File: config.mk
export PLATFORM = sky130hd
export DESIGN_NAME = axis_sample_player_flat
export DESIGN_NICKNAME = d
export VERILOG_FILES = /design/src/rtl/frotaegis_pkg.sv /design/src/rtl/axis_sample_player_if.sv /design/src/rtl/sample_fifo.sv /design/src/rtl/axis_sample_player.sv /design/src/flat_wrapper.sv
export SDC_FILE = /design/constraint.sdc
export NUM_CORES = 1
export LEC_CHECK = 0
export CORE_UTILIZATION = 40
export CTS_BUF_LIST = sky130_fd_sc_hd__clkbuf_2
export CTS_CLUSTER_SIZE = 10
export DETAILED_ROUTE_END_ITERATION = 8
export GPL_TIMING_DRIVEN = 0
export REMOVE_ABC_BUFFERS = 1
export SLEW_MARGIN = 20
export SYNTH_ARGS = -nofsm -noshare
export SYNTH_HDL_FRONTEND = slang
export SYNTH_SLANG_ARGS = --single-unit
File: constraint.sdc
create_clock -name clk -period 6.7 [get_ports clk]
set_input_delay 0.67 -clock clk [delete_from_list [all_inputs] [get_ports clk]]
set_output_delay 0.67 -clock clk [all_outputs]
set_load 0.02 [all_outputs]
File: src/rtl/frotaegis_pkg.sv
// Definitions shared by the capture and replay stream paths.
// Holds the stream width, the sample/frame defaults and the player state encoding.
package frotaegis_pkg;

    localparam int AXIS_WIDTH    = 32;
    localparam int DATA_SIZE_DEF = 12;
    localparam int LENGTH_DEF    = 32768;

    typedef enum logic [1:0] {
        ST_IDLE  = 2'd0,
        ST_PRIME = 2'd1,
        ST_RUN   = 2'd2
    } player_state_e;

endpackage

File: src/rtl/axis_sample_player_if.sv
// AXI-Stream beat bundle for the MM2S replay channel.
// The DMA side is the master; the sample player is the slave.
interface axis_sample_player_if;
    import frotaegis_pkg::*;

    logic [AXIS_WIDTH-1:0] tdata;
    logic [3:0]            tkeep;
    logic                  tlast;
    logic                  tvalid;
    logic                  tready;

    modport master (output tdata, output tkeep, output tlast, output tvalid, input tready);
    modport slave  (input tdata, input tkeep, input tlast, input tvalid, output tready);

endinterface

File: src/rtl/sample_fifo.sv
// Synchronous FIFO with combinational read of the head entry and a synchronous flush.
// Pushes while full and pops while empty are ignored; flush wins over both.
module sample_fifo #(
    parameter int WIDTH = 12,
    parameter int ADDR  = 4
) (
    input  logic             clk,
    input  logic             rst,
    input  logic             flush,
    input  logic             push,
    input  logic [WIDTH-1:0] wdata,
    input  logic             pop,
    output logic [WIDTH-1:0] rdata,
    output logic             full,
    output logic             empty,
    output logic [ADDR:0]    count
);
    localparam int            DEPTH     = 1 << ADDR;
    localparam logic [ADDR:0] DEPTH_CNT = (ADDR + 1)'(DEPTH);

    logic [WIDTH-1:0] mem_q [DEPTH];
    logic [ADDR-1:0]  wr_ptr_q, wr_ptr_d;
    logic [ADDR-1:0]  rd_ptr_q, rd_ptr_d;
    logic [ADDR:0]    count_q, count_d;
    logic             do_push, do_pop;

    assign full    = (count_q == DEPTH_CNT);
    assign empty   = (count_q == '0);
    assign count   = count_q;
    assign rdata   = mem_q[rd_ptr_q];
    assign do_push = push & ~full & ~flush;
    assign do_pop  = pop & ~empty & ~flush;

    always_comb begin
        wr_ptr_d = wr_ptr_q;
        rd_ptr_d = rd_ptr_q;
        count_d  = count_q;
        if (flush) begin
            wr_ptr_d = '0;
            rd_ptr_d = '0;
            count_d  = '0;
        end else begin
            if (do_push) wr_ptr_d = wr_ptr_q + 1'b1;
            if (do_pop)  rd_ptr_d = rd_ptr_q + 1'b1;
            if (do_push && !do_pop)      count_d = count_q + 1'b1;
            else if (do_pop && !do_push) count_d = count_q - 1'b1;
        end
    end

    always_ff @(posedge clk or posedge rst) begin
        if (rst) begin
            wr_ptr_q <= '0;
            rd_ptr_q <= '0;
            count_q  <= '0;
        end else begin
            wr_ptr_q <= wr_ptr_d;
            rd_ptr_q <= rd_ptr_d;
            count_q  <= count_d;
        end
    end

    // NOTE: the storage array has no reset; an entry is only read after it was written, so resetting it would only cost logic.
    always_ff @(posedge clk) begin
        if (do_push) mem_q[wr_ptr_q] <= wdata;
    end

endmodule

File: src/rtl/axis_sample_player.sv
// Replays MM2S stream samples as a paced Valid/Data strobe after priming a half-full FIFO.
// Also checks tlast placement against the frame length and flags output underruns.
module axis_sample_player
    import frotaegis_pkg::*;
#(
    parameter int DATA_SIZE   = DATA_SIZE_DEF,
    parameter int LENGTH      = LENGTH_DEF,
    parameter int LENGTH_SIZE = 15,
    parameter int FIFO_ADDR   = 4,
    parameter int PERIOD_SIZE = 8
) (
    input  logic                   clk,
    input  logic                   rst,
    input  logic                   Enable,
    input  logic [PERIOD_SIZE-1:0] Period,
    axis_sample_player_if.slave    M_AXIS_MM2S_0,
    output logic                   Valid,
    output logic [DATA_SIZE-1:0]   Data,
    output logic                   FrameDone,
    output logic                   LastErr,
    output logic                   Underrun,
    output logic [LENGTH_SIZE-1:0] InCnt
);
    localparam logic [LENGTH_SIZE-1:0] LAST_BEAT   = LENGTH_SIZE'(LENGTH - 1);
    localparam logic [FIFO_ADDR:0]     PRIME_LEVEL = (FIFO_ADDR + 1)'(1 << (FIFO_ADDR - 1));

    player_state_e          state_q, state_d;
    logic [PERIOD_SIZE-1:0] pace_q, pace_d;
    logic [LENGTH_SIZE-1:0] in_cnt_q, in_cnt_d;
    logic [DATA_SIZE-1:0]   data_q, data_d;
    logic                   valid_q, valid_d;
    logic                   frame_done_q, frame_done_d;
    logic                   last_err_q, last_err_d;
    logic                   underrun_q, underrun_d;

    logic                   tready, accept, at_last;
    logic                   fifo_flush, fifo_pop, fifo_full, fifo_empty;
    logic [DATA_SIZE-1:0]   fifo_rdata;
    logic [FIFO_ADDR:0]     fifo_count;
    logic                   unused_axis;

    // Only registered state (plus the Enable level) feeds tready, so a same-cycle pop never frees a slot for a push.
    assign tready               = Enable & (state_q != ST_IDLE) & ~fifo_full;
    assign accept               = M_AXIS_MM2S_0.tvalid & tready;
    assign at_last              = (in_cnt_q == LAST_BEAT);
    assign M_AXIS_MM2S_0.tready = tready;
    assign unused_axis          = ^{M_AXIS_MM2S_0.tkeep, M_AXIS_MM2S_0.tdata[AXIS_WIDTH-1:DATA_SIZE]};

    sample_fifo #(
        .WIDTH (DATA_SIZE),
        .ADDR  (FIFO_ADDR)
    ) u_fifo (
        .clk   (clk),
        .rst   (rst),
        .flush (fifo_flush),
        .push  (accept),
        .wdata (M_AXIS_MM2S_0.tdata[DATA_SIZE-1:0]),
        .pop   (fifo_pop),
        .rdata (fifo_rdata),
        .full  (fifo_full),
        .empty (fifo_empty),
        .count (fifo_count)
    );

    // NOTE: every signal assigned below gets a default first, so no path through the block can infer a latch.
    always_comb begin
        state_d      = state_q;
        pace_d       = pace_q;
        in_cnt_d     = in_cnt_q;
        data_d       = data_q;
        valid_d      = 1'b0;
        frame_done_d = 1'b0;
        last_err_d   = last_err_q;
        underrun_d   = underrun_q;
        fifo_flush   = 1'b0;
        fifo_pop     = 1'b0;

        if (accept) begin
            frame_done_d = at_last;
            if (M_AXIS_MM2S_0.tlast != at_last) last_err_d = 1'b1;
            in_cnt_d = (M_AXIS_MM2S_0.tlast || at_last) ? '0 : in_cnt_q + 1'b1;
        end

        case (state_q)
            ST_IDLE: begin
                fifo_flush = 1'b1;
                in_cnt_d   = '0;
                pace_d     = '0;
                if (Enable) begin
                    state_d    = ST_PRIME;
                    last_err_d = 1'b0;
                    underrun_d = 1'b0;
                end
            end
            ST_PRIME: begin
                if (fifo_count >= PRIME_LEVEL) state_d = ST_RUN;
            end
            ST_RUN: begin
                if (pace_q == '0) begin
                    pace_d = (Period == '0) ? '0 : Period - 1'b1;
                    if (fifo_empty) begin
                        underrun_d = 1'b1;
                    end else begin
                        fifo_pop = 1'b1;
                        valid_d  = 1'b1;
                        data_d   = fifo_rdata;
                    end
                end else begin
                    pace_d = pace_q - 1'b1;
                end
            end
            default: state_d = ST_IDLE;
        endcase

        // Dropping Enable abandons the current tick; a strobe registered last edge still leaves.
        if (!Enable) begin
            state_d    = ST_IDLE;
            fifo_flush = 1'b1;
            fifo_pop   = 1'b0;
            valid_d    = 1'b0;
            data_d     = data_q;
            underrun_d = underrun_q;
            in_cnt_d   = '0;
            pace_d     = '0;
        end
    end

    // NOTE: state registers use non-blocking assignments so every flop samples pre-edge values.
    always_ff @(posedge clk or posedge rst) begin
        if (rst) begin
            state_q      <= ST_IDLE;
            pace_q       <= '0;
            in_cnt_q     <= '0;
            data_q       <= '0;
            valid_q      <= 1'b0;
            frame_done_q <= 1'b0;
            last_err_q   <= 1'b0;
            underrun_q   <= 1'b0;
        end else begin
            state_q      <= state_d;
            pace_q       <= pace_d;
            in_cnt_q     <= in_cnt_d;
            data_q       <= data_d;
            valid_q      <= valid_d;
            frame_done_q <= frame_done_d;
            last_err_q   <= last_err_d;
            underrun_q   <= underrun_d;
        end
    end

    assign Valid     = valid_q;
    assign Data      = data_q;
    assign FrameDone = frame_done_q;
    assign LastErr   = last_err_q;
    assign Underrun  = underrun_q;
    assign InCnt     = in_cnt_q;

endmodule

File: src/flat_wrapper.sv
// flat-port wrapper written by rule: the top's interface ports become plain ports
module axis_sample_player_flat import frotaegis_pkg::*;
#(
    parameter int DATA_SIZE   = DATA_SIZE_DEF,
    parameter int LENGTH      = LENGTH_DEF,
    parameter int LENGTH_SIZE = 15,
    parameter int FIFO_ADDR   = 4,
    parameter int PERIOD_SIZE = 8
)
  (clk, rst, Enable, Period, Valid, Data, FrameDone, LastErr, Underrun, InCnt, M_AXIS_MM2S_0_tdata, M_AXIS_MM2S_0_tkeep, M_AXIS_MM2S_0_tlast, M_AXIS_MM2S_0_tvalid, M_AXIS_MM2S_0_tready);
  axis_sample_player_if M_AXIS_MM2S_0_i ();
  input  logic clk;
  input  logic rst;
  input  logic Enable;
  input  logic [PERIOD_SIZE-1:0] Period;
  output logic Valid;
  output logic [DATA_SIZE-1:0] Data;
  output logic FrameDone;
  output logic LastErr;
  output logic Underrun;
  output logic [LENGTH_SIZE-1:0] InCnt;
  input wire logic [$bits(M_AXIS_MM2S_0_i.tdata)-1:0] M_AXIS_MM2S_0_tdata;
  input wire logic [$bits(M_AXIS_MM2S_0_i.tkeep)-1:0] M_AXIS_MM2S_0_tkeep;
  input wire logic [$bits(M_AXIS_MM2S_0_i.tlast)-1:0] M_AXIS_MM2S_0_tlast;
  input wire logic [$bits(M_AXIS_MM2S_0_i.tvalid)-1:0] M_AXIS_MM2S_0_tvalid;
  output wire logic [$bits(M_AXIS_MM2S_0_i.tready)-1:0] M_AXIS_MM2S_0_tready;
  assign M_AXIS_MM2S_0_i.tdata = M_AXIS_MM2S_0_tdata;
  assign M_AXIS_MM2S_0_i.tkeep = M_AXIS_MM2S_0_tkeep;
  assign M_AXIS_MM2S_0_i.tlast = M_AXIS_MM2S_0_tlast;
  assign M_AXIS_MM2S_0_i.tvalid = M_AXIS_MM2S_0_tvalid;
  assign M_AXIS_MM2S_0_tready = M_AXIS_MM2S_0_i.tready;
  axis_sample_player #(.DATA_SIZE(DATA_SIZE), .LENGTH(LENGTH), .LENGTH_SIZE(LENGTH_SIZE), .FIFO_ADDR(FIFO_ADDR), .PERIOD_SIZE(PERIOD_SIZE)) u_core (.clk(clk), .rst(rst), .Enable(Enable), .Period(Period), .M_AXIS_MM2S_0(M_AXIS_MM2S_0_i), .Valid(Valid), .Data(Data), .FrameDone(FrameDone), .LastErr(LastErr), .Underrun(Underrun), .InCnt(InCnt));
endmodule
# == After elaboration in Yosys (flattened, before gate mapping) ==
# Memories as Yosys holds them, arrays and structs flattened. A register that Yosys moved wholly into a read port is not among the register bits.
# Cells that the tools add are included.
# word_totals
input_bits,49
n_memories,1
register_bits,42
output_inout_bits,32
ram_bits,192
# classes
mux,34
bitwise_logic,10
add_sub_neg,7
eq_ne,11
magnitude_cmp,1
reduce_logical,17
# memory_table
name,depth,word_bits,rd,rd_ports_with_merged_regs,write_ports,line_no,rtl
u_core.u_fifo.mem_q,16,12,1,1,1,sample_fifo.sv:21,logic [WIDTH-1:0] mem_q [DEPTH];
# ops
op,count
$mux 15,4
$mux 8,3
$logic_not 8->1,2
$mux 4,4
$pmux 8 s2,1
$sub 8x1->8 const B,2
$add 15x1->15 const B,1
$eq 15x15->1 const B,1
$mux 1,15
$mux 5,3
$add 4x1->4 const B,2
$reduce_and 4->1,2
$reduce_bool 2->1,4
$and 1x1->1,7
$ne 3x1->1 const B,2
$pmux 2 s3,1
$add 5x1->5 const B,1
$eq 5x5->1 const B,1
$ge 5x4->1 const B,1
$logic_not 5->1,1
$sub 5x1->5 const B,1
$mux 2,2
$ne 2x2->1 const B,2
$ne 3x2->1 const B,1
other kinds (12),16

# == Logic depth before layout (Yosys ltp) ==
# Gate-level depths: netlist of the first run.
# logic_depth
ltp_word,11
mapped_depth,15
ltp_nobuf,13

# == Modules after synthesis ==
# Synthesis of the first run repeated with hierarchy kept, for this count alone.
# hier_totals
hier_cells,603
area_unflattened_um2,10650.2
# modules_own_cells
mod,area_per_inst_um2,instances,cells_each
sample_fifo,8419.3,1,392
axis_sample_player,2230.9,1,211

# == Worst setup path after synthesis of the first run ==
# OpenSTA, ideal clock, no wires.
# synth_path
path_kind,input-to-reg
start,input Enable
end,"register u_core.u_fifo.count_q[4], in the netlist u_core.u_fifo.count[4]"
slack_ns,3.603
t_required_ns,6.621
path_stages,12
n_path_buf,3
setup_ns,0.079
t_arrival_ns,3.018
path_cell_list,bufbuf_16 -> o21ai_1 -> clkbuf_1 -> buf_2 -> nor2_1 -> ha_1 -> inv_1 -> ha_1 -> a21o_1 -> a21oi_1 -> mux2i_1 -> mux2i_1
# synth_via
elab_chain_len,8
elab_cells_between_ends,17
# synth_lines
item,line_no,rtl
"start, declared",flat_wrapper.sv:14,input logic Enable;
$and 1x1->1 (2 in a row),axis_sample_player.sv:43,assign tready = Enable & (state_q != ST_IDLE) & ~fifo_full;
$and 1x1->1,axis_sample_player.sv:44,assign accept = M_AXIS_MM2S_0.tvalid & tready;
$and 1x1->1 (2 in a row),sample_fifo.sv:31,assign do_push = push & ~full & ~flush;
$logic_and 1x1->1 or $logic_not 1->1 (tied branches),"sample_fifo.sv:45, sample_fifo.sv:46",
$mux 5 or $logic_and 1x1->1 (tied branches),"sample_fifo.sv:45, sample_fifo.sv:46",
$mux 5 or $reduce_bool 3->1 (tied branches),-,
"end signal, assigned",sample_fifo.sv:58,count_q <= count_d;
"end, declared",sample_fifo.sv:24,"logic [ADDR:0] count_q, count_d;"
# Parallel ways exist; a longest one is shown, timed or not.
# A chain may end at the register's enable or synchronous reset.

# == Worst setup path in the final report of the first run ==
# layout_path
start,"register u_core.u_fifo.count_q[0], in the netlist u_core.u_fifo.count[0]"
end,"register u_core.u_fifo.count_q[4], in the netlist u_core.u_fifo.count[4]"
# layout_via
elab_chain_len,11
elab_cells_between_ends,24
# layout_lines
item,line_no,rtl
$logic_not 5->1 (*),sample_fifo.sv:28,assign empty = (count_q == '0);
$mux 1 (*),axis_sample_player.sv:101,if (fifo_empty) begin
$mux 1 (*),axis_sample_player.sv:99,if (pace_q == '0) begin
$mux 1 (*),axis_sample_player.sv:84,case (state_q)
$mux 1 (*),axis_sample_player.sv:116,if (!Enable) begin
named net u_core.fifo_pop,axis_sample_player.sv:37,"logic fifo_flush, fifo_pop, fifo_full, fifo_empty;"
$and 1x1->1 (*) (2 in a row),sample_fifo.sv:32,assign do_pop = pop & ~empty & ~flush;
$logic_not 1->1,sample_fifo.sv:45,if (do_push && !do_pop) count_d = count_q + 1'b1;
$logic_and 1x1->1,sample_fifo.sv:45,
$mux 5,sample_fifo.sv:45,
$mux 5,sample_fifo.sv:38,if (flush) begin
# The timed path passes the listed nets; every way through them passes the cells marked *. The select of a mux whose other input is x is not followed.

==> results of run 1 <==
[where the power goes]
part           switching, W  internal, W
Sequential       0.00000823      0.00166
Clock              0.000587     0.000354
Combinational     0.0000779    0.0000496
Total              0.000673      0.00206
[cell usage after synthesis (all sizes together), types with 3 or more instances]
library cell and count:
nor4 5, dfrtp 54, o211ai 6, o21a 3, mux4 48, a211oi 5, xor2 4, and2 20
o2111ai 4, nand3 21, inv 16, o221ai 17, edfxtp 192, buf 17, nand4 4, nor3 5
clkbuf 16, ha 16, mux2i 40, xnor2 5, or3 8, a21o 3, o21ai 14, and4 5
a21oi 17, nand2 45, nor2 30
[cell families (layout without fill, tap and decap cells)]
family	Yosys count	in the layout	share of synthesized area
AO/OA/AOI/OAI	74	74	0.05441
adder cells (fa/ha/maj)	17	17	0.02073
XOR/XNOR	9	9	0.007419
other	0	1	0
multiplexers	88	88	0.1394
buffers and inverters	51	184	0.02744
flip-flops	246	246	0.6699
AND/OR/NAND/NOR	160	160	0.08067
[per-layer routing]
metal	wire, µm	track usage
met1	9607	0.2283
met2	11850	0.2983
met3	1173	0.03591
met4	389	0.05922
met5	0	0
[state kept, by name (all words and copies together) (netlist names)]
register                count
u_core.Data                12
u_core.state_q              2
u_core.Valid                1
u_core.FrameDone            1
u_core.u_fifo.count         5
u_core.LastErr              1
u_core.InCnt               15
u_core.Underrun             1
u_core.u_fifo.mem_q       192
u_core.u_fifo.rd_ptr_q      4
u_core.pace_q               8
u_core.u_fifo.wr_ptr_q      4
[layout make-up]
| type | count | area [µm²] | share of cell area |
|---|---|---|---|
| diodes | 1 | 2.502 | 0.0002079 |
| clock buffers | 89 | 445.4 | 0.03701 |
| clock inverters | 18 | 78.83 | 0.006550 |
| inverters | 16 | 62.56 | 0.005199 |
| multi-input cells | 348 | 3227 | 0.2681 |
| flip-flops and latches | 246 | 7126 | 0.5921 |
| well taps | 335 | 419.2 | 0.03483 |
| repair buffers | 61 | 673.1 | 0.05594 |
[cells in the final DEF (no fill, tap or decap), types with 4 or more instances in the layout]
| master | instances |
|---|---|
| mux4_2 | 48 |
| o221ai_2 | 10 |
| nor2_1 | 29 |
| a21oi_1 | 17 |
| nand4_1 | 4 |
| dfrtp_1 | 51 |
| edfxtp_1 | 192 |
| clkdlybuf4s50_1 | 56 |
| o21ai_0 | 12 |
| xor2_1 | 4 |
| mux2i_1 | 40 |
| o2111ai_1 | 4 |
| xnor2_1 | 5 |
| and2_1 | 20 |
| nand2_1 | 45 |
| a211oi_1 | 5 |
| or3_1 | 6 |
| inv_1 | 15 |
| o221ai_1 | 7 |
| nor3_1 | 4 |
| o211ai_1 | 5 |
| ha_1 | 16 |
| clkinv_1 | 13 |
| nor4_1 | 5 |
| clkbuf_2 | 89 |
| and4_1 | 5 |
| nand3_1 | 20 |
[stage by stage]
step	total power (W)	hold WS, ns	setup slack (ns)	cells
after floorplan	0.001757	0.4945	3.523	610
after detailed placement	0.001826	0.4839	2.582	1005
after global placement	0.001815	0.4914	2.458	1001
final	0.002733	0.5105	3.055	1114
after global routing	0.002855	0.5393	2.750	1114
after CTS	0.002763	0.5108	2.960	1113
[critical path: cells and delay by family, from the launching register on]
kind | cells | cell delay (ns)
AND/OR/NAND/NOR | 3 | 0.88
adder cells (fa/ha/maj) | 2 | 0.73
buffers and inverters | 2 | 0.69
multiplexers | 2 | 0.45
flip-flops | 1 | 0.44
AO/OA/AOI/OAI | 2 | 0.38
[repair_timing]
item / 4_1_cts / 5_1_grt
gates resized for setup: 0 / 0
hold buffers: 1 / 0
hold endpoints to repair: 2 / 0
[worst paths after layout]
kind | slack [ns] | end
worst max-delay path | 3.06 | u_core.u_fifo.count[4]
worst min-delay path | 0.51 | u_core.Data[1]
worst max register to register | 3.06 | u_core.u_fifo.count[4]
worst min register to register | 0.51 | u_core.Data[1]
max in group asynchronous | 5.56 | u_core.u_fifo.rd_ptr_q[1]
min in group asynchronous | 0.63 | u_core.pace_q[6]
==> flow_metrics.py, run 1 <==
metrics = {
    "grt": {
        "antenna_found_initial": 1,
        "grt_pass1_vias": 6245,
        "grt_pass1_wl_mm": 35.33,
        "grt_max_degree": 52,
        "grt_overflow": 0,
        "grtUsageTotal": 0.1771,
    },
    "worst_setup_path": {
        "cp-start-kind": "flip-flop",
        "cp_max_fo": 21,
        "crit_slowest_cell": "inv_1",
        "crit_chain": "or3_1 -> nor2_1 -> nor2_2 -> inv_1 -> ha_1 -> inv_1 -> fa_1 -> a21o_1 -> a21oi_1 -> mux2i_1 -> mux2i_1",
        "worst_r2r_path_depth": 11,
        "critPathMaxStageDelay_ns": 0.57,
        "r2r_start": "u_core.u_fifo.count[0]",
        "critPathKind": "reg -> reg",
        "arrival_ns": 4.41,
        "endpoint_kind": "flip-flop",
        "critical_path_required_ns": 7.47,
        "crit_start": "u_core.u_fifo.count[0]",
    },
    "yosys": {
        "yosys_warnings": 0,
        "synth_edf_count": 192,
        "synthArstFlopShare": 0.2195,
        "syn_area_per_cell_um2": 16.47,
        "ys_types": 59,
        "synth_top_flop_cell": "edfxtp_1",
        "synth_top_area_share": 0.5427,
        "ys_ff_latch": 246,
        "syn_inst": 645,
        "ys_top_cells_by_area": "edfxtp_1 54%, dfrtp_1 13%, mux4_2 10%",
        "synth.yosys.seq_area_share": 0.6699,
        "netlist_area_um2": 10620,
        "synth_top_area_cell": "edfxtp_1",
    },
    "detailed_routing": {
        "drtIter0Drc": 482,
        "wl_mm": 23.02,
        "first_pass_iters": 4,
        "routedWlPerCell_um": 20.66,
        "detail-route-antenna-nets": 0,
        "vias": 6019,
        "vias_per_cell": 5.403,
        "drc": 0,
    },
    "job": {
        "maxCapViolCount": 0,
    },
    "floorplanning": {
        "die_w_um": 165.0,
        "ioPinCount": 81,
        "die_height_um": 165.0,
        "start_util": 0.4077,
        "die_area_um2": 27220,
        "fp-row-count": 59,
        "core_area_um2": 26060,
    },
    "sta": {
        "setup_violations": 0,
        "worst_pin_slew_ns": 1.042,
        "slew_headroom": 0.3031,
        "fin_crit_ns": 3.645,
        "fin_skew_ns": 0.05782,
        "finalCritPeriodShare": 0.5440,
        "rsz0062_at_grt": "false",
        "finalMaxSlewViolations": 0,
        "finalSetupTns_ns": 0,
        "hold_viol": 0,
        "max_freq_ghz": 0.2744,
    },
    "layout": {
        "drive_gt1_frac": 0.2224,
        "area_delta_synth_final_pct": 13.27,
        "stdcell_area_um2": 12030,
        "final_net_count": 796,
        "final_util": 0.4618,
        "nFillCells": 2245,
    },
    "clocking": {
        "cts_made_buffers": 57,
        "cts_sinks": 246,
        "insertion_delay_ns": 0.86,
        "cts_tree": "yes",
        "clk_pin_slew_ns": 0.10,
        "clock_path_buffers": 3,
        "clockRootBuffer": "clkbuf_2",
        "post-cts-setup-buffers": 0,
        "cts-htree-levels": 2,
    },
    "power": {
        "vdd_drop_max_uv": 72.66,
        "powerDensity_nw_per_um2": 227.1,
        "p_leak_nw": 4.115,
    },
    "placed_design": {
        "placed_cell_area_um2": 11500,
        "port_buffers": 56,
        "dp_hpwl_mm": 13.25,
        "gp_congestion": 0.7707,
    },
    "hold_path": {
        "whs_path_depth": 2,
        "min_from": "u_core.Data[1]",
        "hold_class": "reg -> reg",
    },
    "status": {
        "status": "completed",
    },
}
Power figures use the tool's default switching activity.
==> run 2: changes to the inputs <==
==> constraint.sdc (replaced) <==
create_clock -name clk -period 3 [get_ports clk]
set_input_delay 0.3 -clock clk [delete_from_list [all_inputs] [get_ports clk]]
set_output_delay 0.3 -clock clk [all_outputs]
set_load 0.02 [all_outputs]
==> flow_metrics.py, run 2 (synthesis gave the netlist of run 1 again) <==
metrics = {
    "layout": {
        "largest_reg_flops": 192,
        "final_net_count": 801,
        "nFillCells": 2249,
        "multi_input_area_um2": 3253,
        "largest-register": "u_core.u_fifo.mem_q",
        "final_cell_mix": "192 x edfxtp_1, 89 x clkbuf_2, 56 x clkdlybuf4s50_1",
        "ff_latch_area_um2": 7126,
        "drive_gt1_frac": 0.2337,
        "layout_commonest_cell": "edfxtp_1",
        "area_delta_synth_final_pct": 13.89,
    },
    "clocking": {
        "insertion_delay_ns": 0.84,
        "cts_made_buffers": 57,
        "clock_path_buffers": 3,
        "cts_sinks": 246,
        "cts_tree": "yes",
        "clk_pin_slew_ns": 0.11,
        "cts-htree-levels": 2,
        "clockRootBuffer": "clkbuf_2",
    },
    "detailed_routing": {
        "routedWlPerCell_um": 20.86,
        "vias_per_cell": 5.393,
        "detail-route-antenna-nets": 0,
        "first_pass_iters": 4,
        "drtIter0Drc": 396,
        "met1_length_mm": 9.607,
        "drc": 0,
        "wl_mm": 23.34,
        "vias": 6035,
        "topRoutingLayerUsed": "met4",
        "wl_met2_mm": 12.00,
        "met3WireLength_mm": 1.336,
    },
    "hold_path": {
        "hold_class": "in -> async",
    },
    "sta": {
        "fin_crit_ns": 2.807,
        "finalMaxSlewViolations": 0,
        "finalCritPeriodShare": 0.9356,
        "whs_ns": 0.2561,
        "slew_headroom": 0.3064,
        "rsz0062_at_grt": "true",
        "fin_skew_ns": 0.04762,
        "setup_violations": 0,
        "hold_viol": 0,
        "worst_pin_slew_ns": 1.037,
        "max_freq_ghz": 0.3563,
    },
    "worst_setup_path": {
        "arrival_ns": 3.57,
        "worst_r2r_path_depth": 11,
        "crit_slowest_cell": "or3_4",
        "critPathKind": "reg -> reg",
        "endpoint_kind": "flip-flop",
        "r2r_start": "u_core.u_fifo.count[0]",
        "crit_chain": "or3_4 -> nor2_4 -> nor2_4 -> clkinvlp_4 -> ha_1 -> inv_2 -> fa_1 -> a21o_1 -> a21oi_1 -> mux2i_1 -> mux2i_1",
        "cp-start-kind": "flip-flop",
        "cp.buffers_inverters": 2,
        "critical_path_required_ns": 3.76,
        "cp_max_fo": 6,
        "reg2reg_to": "u_core.u_fifo.count[4]",
        "critPathMaxStageDelay_ns": 0.46,
        "rrSetupSlack_ns": 0.19,
        "crit_family": "simple AND/OR/NAND/NOR gates",
    },
    "power": {
        "powerDensity_nw_per_um2": 505.3,
        "power_w": 0.006114,
        "p_leak_nw": 4.137,
        "vdd_drop_max_uv": 162.7,
    },
    "floorplanning": {
        "fp-row-count": 59,
        "die_height_um": 165.0,
        "core_area_um2": 26060,
        "start_util": 0.4077,
        "ioPinCount": 81,
        "die_w_um": 165.0,
        "die_area_um2": 27220,
    },
    "placed_design": {
        "port_buffers": 56,
        "gp_congestion": 0.7707,
        "dp_hpwl_mm": 13.25,
    },
    "job": {
        "maxCapViolCount": 0,
    },
    "grt": {
        "grt_pass1_vias": 6278,
        "grt_overflow": 0,
        "antenna_found_initial": 1,
        "grtUsageTotal": 0.1795,
        "grt_max_degree": 52,
        "grt_pass1_wl_mm": 35.73,
    },
    "status": {
        "status": "completed",
    },
}
## run 2: worst min-delay path: cells and delay by family
kind | cells | cell delay (ns)
buffers and inverters | 3 | 1.11
## run 2: cell type report
cell class,instances,share of cell area
inverters,16,0.005481
clock buffers,89,0.03681
well taps,335,0.03464
multi-input cells,348,0.2689
repair inverters,1,0.0004137
diodes,1,0.0002068
flip-flops and latches,246,0.5889
repair buffers,65,0.05812
clock inverters,18,0.006515
## run 2: where the power goes
part	switching, W	internal, W	total, W
clock network	0.00131	0.000791	0.00210
logic	0.000177	0.000115	0.000292
registers	0.0000185	0.00370	0.00372
## run 2: layer usage
layer  vias up  global-route usage
li1       2761                   -
met4         0             0.05922
met1      3079              0.2301
met3        36             0.03591
met5         -                   0
met2       159              0.3044
## run 2: timing repair
action	in CTS	in global routing
hold buffers	1	0
pin swaps	1	1
setup buffers	3	1
cloned	1	0
setup endpoints to repair	4	36
gates resized for setup	5	3
endpoints found under the hold margin	54	0
## run 2: per-stage QoR
step	setup TNS, ns	instances	area, µm²	utilization	setup WS, ns
3_5_place_dp	-32.17	1005	11500	0.4412	-0.7477
6_report	0	1119	12100	0.4643	0.1932
3_3_place_gp	-96.32	1001	11370	0.4364	-1.059
4_1_cts	0	1117	12080	0.4637	0.002347
5_1_grt	-0.03363	1119	12100	0.4643	-0.03363
2_1_floorplan	-1.355	610	10390	-	-0.1774
## run 2: how the worst max path moves through the flow
stage,from,endpoint,slack [ns],depth (start not counted)
after global routing,u_core.pace_q[1],u_core.u_fifo.count[4],-0.03,13
after global placement,u_core.u_fifo.rd_ptr_q[1],u_core.Data[0],-1.06,3
final,u_core.u_fifo.count[0],u_core.u_fifo.count[4],0.19,11
after detailed placement,Enable,u_core.u_fifo.count[4],-0.75,12
after floorplan,u_core.state_q[1],u_core.u_fifo.count[4],-0.18,9
after CTS,u_core.u_fifo.count[0],u_core.u_fifo.count[4],0.002,11
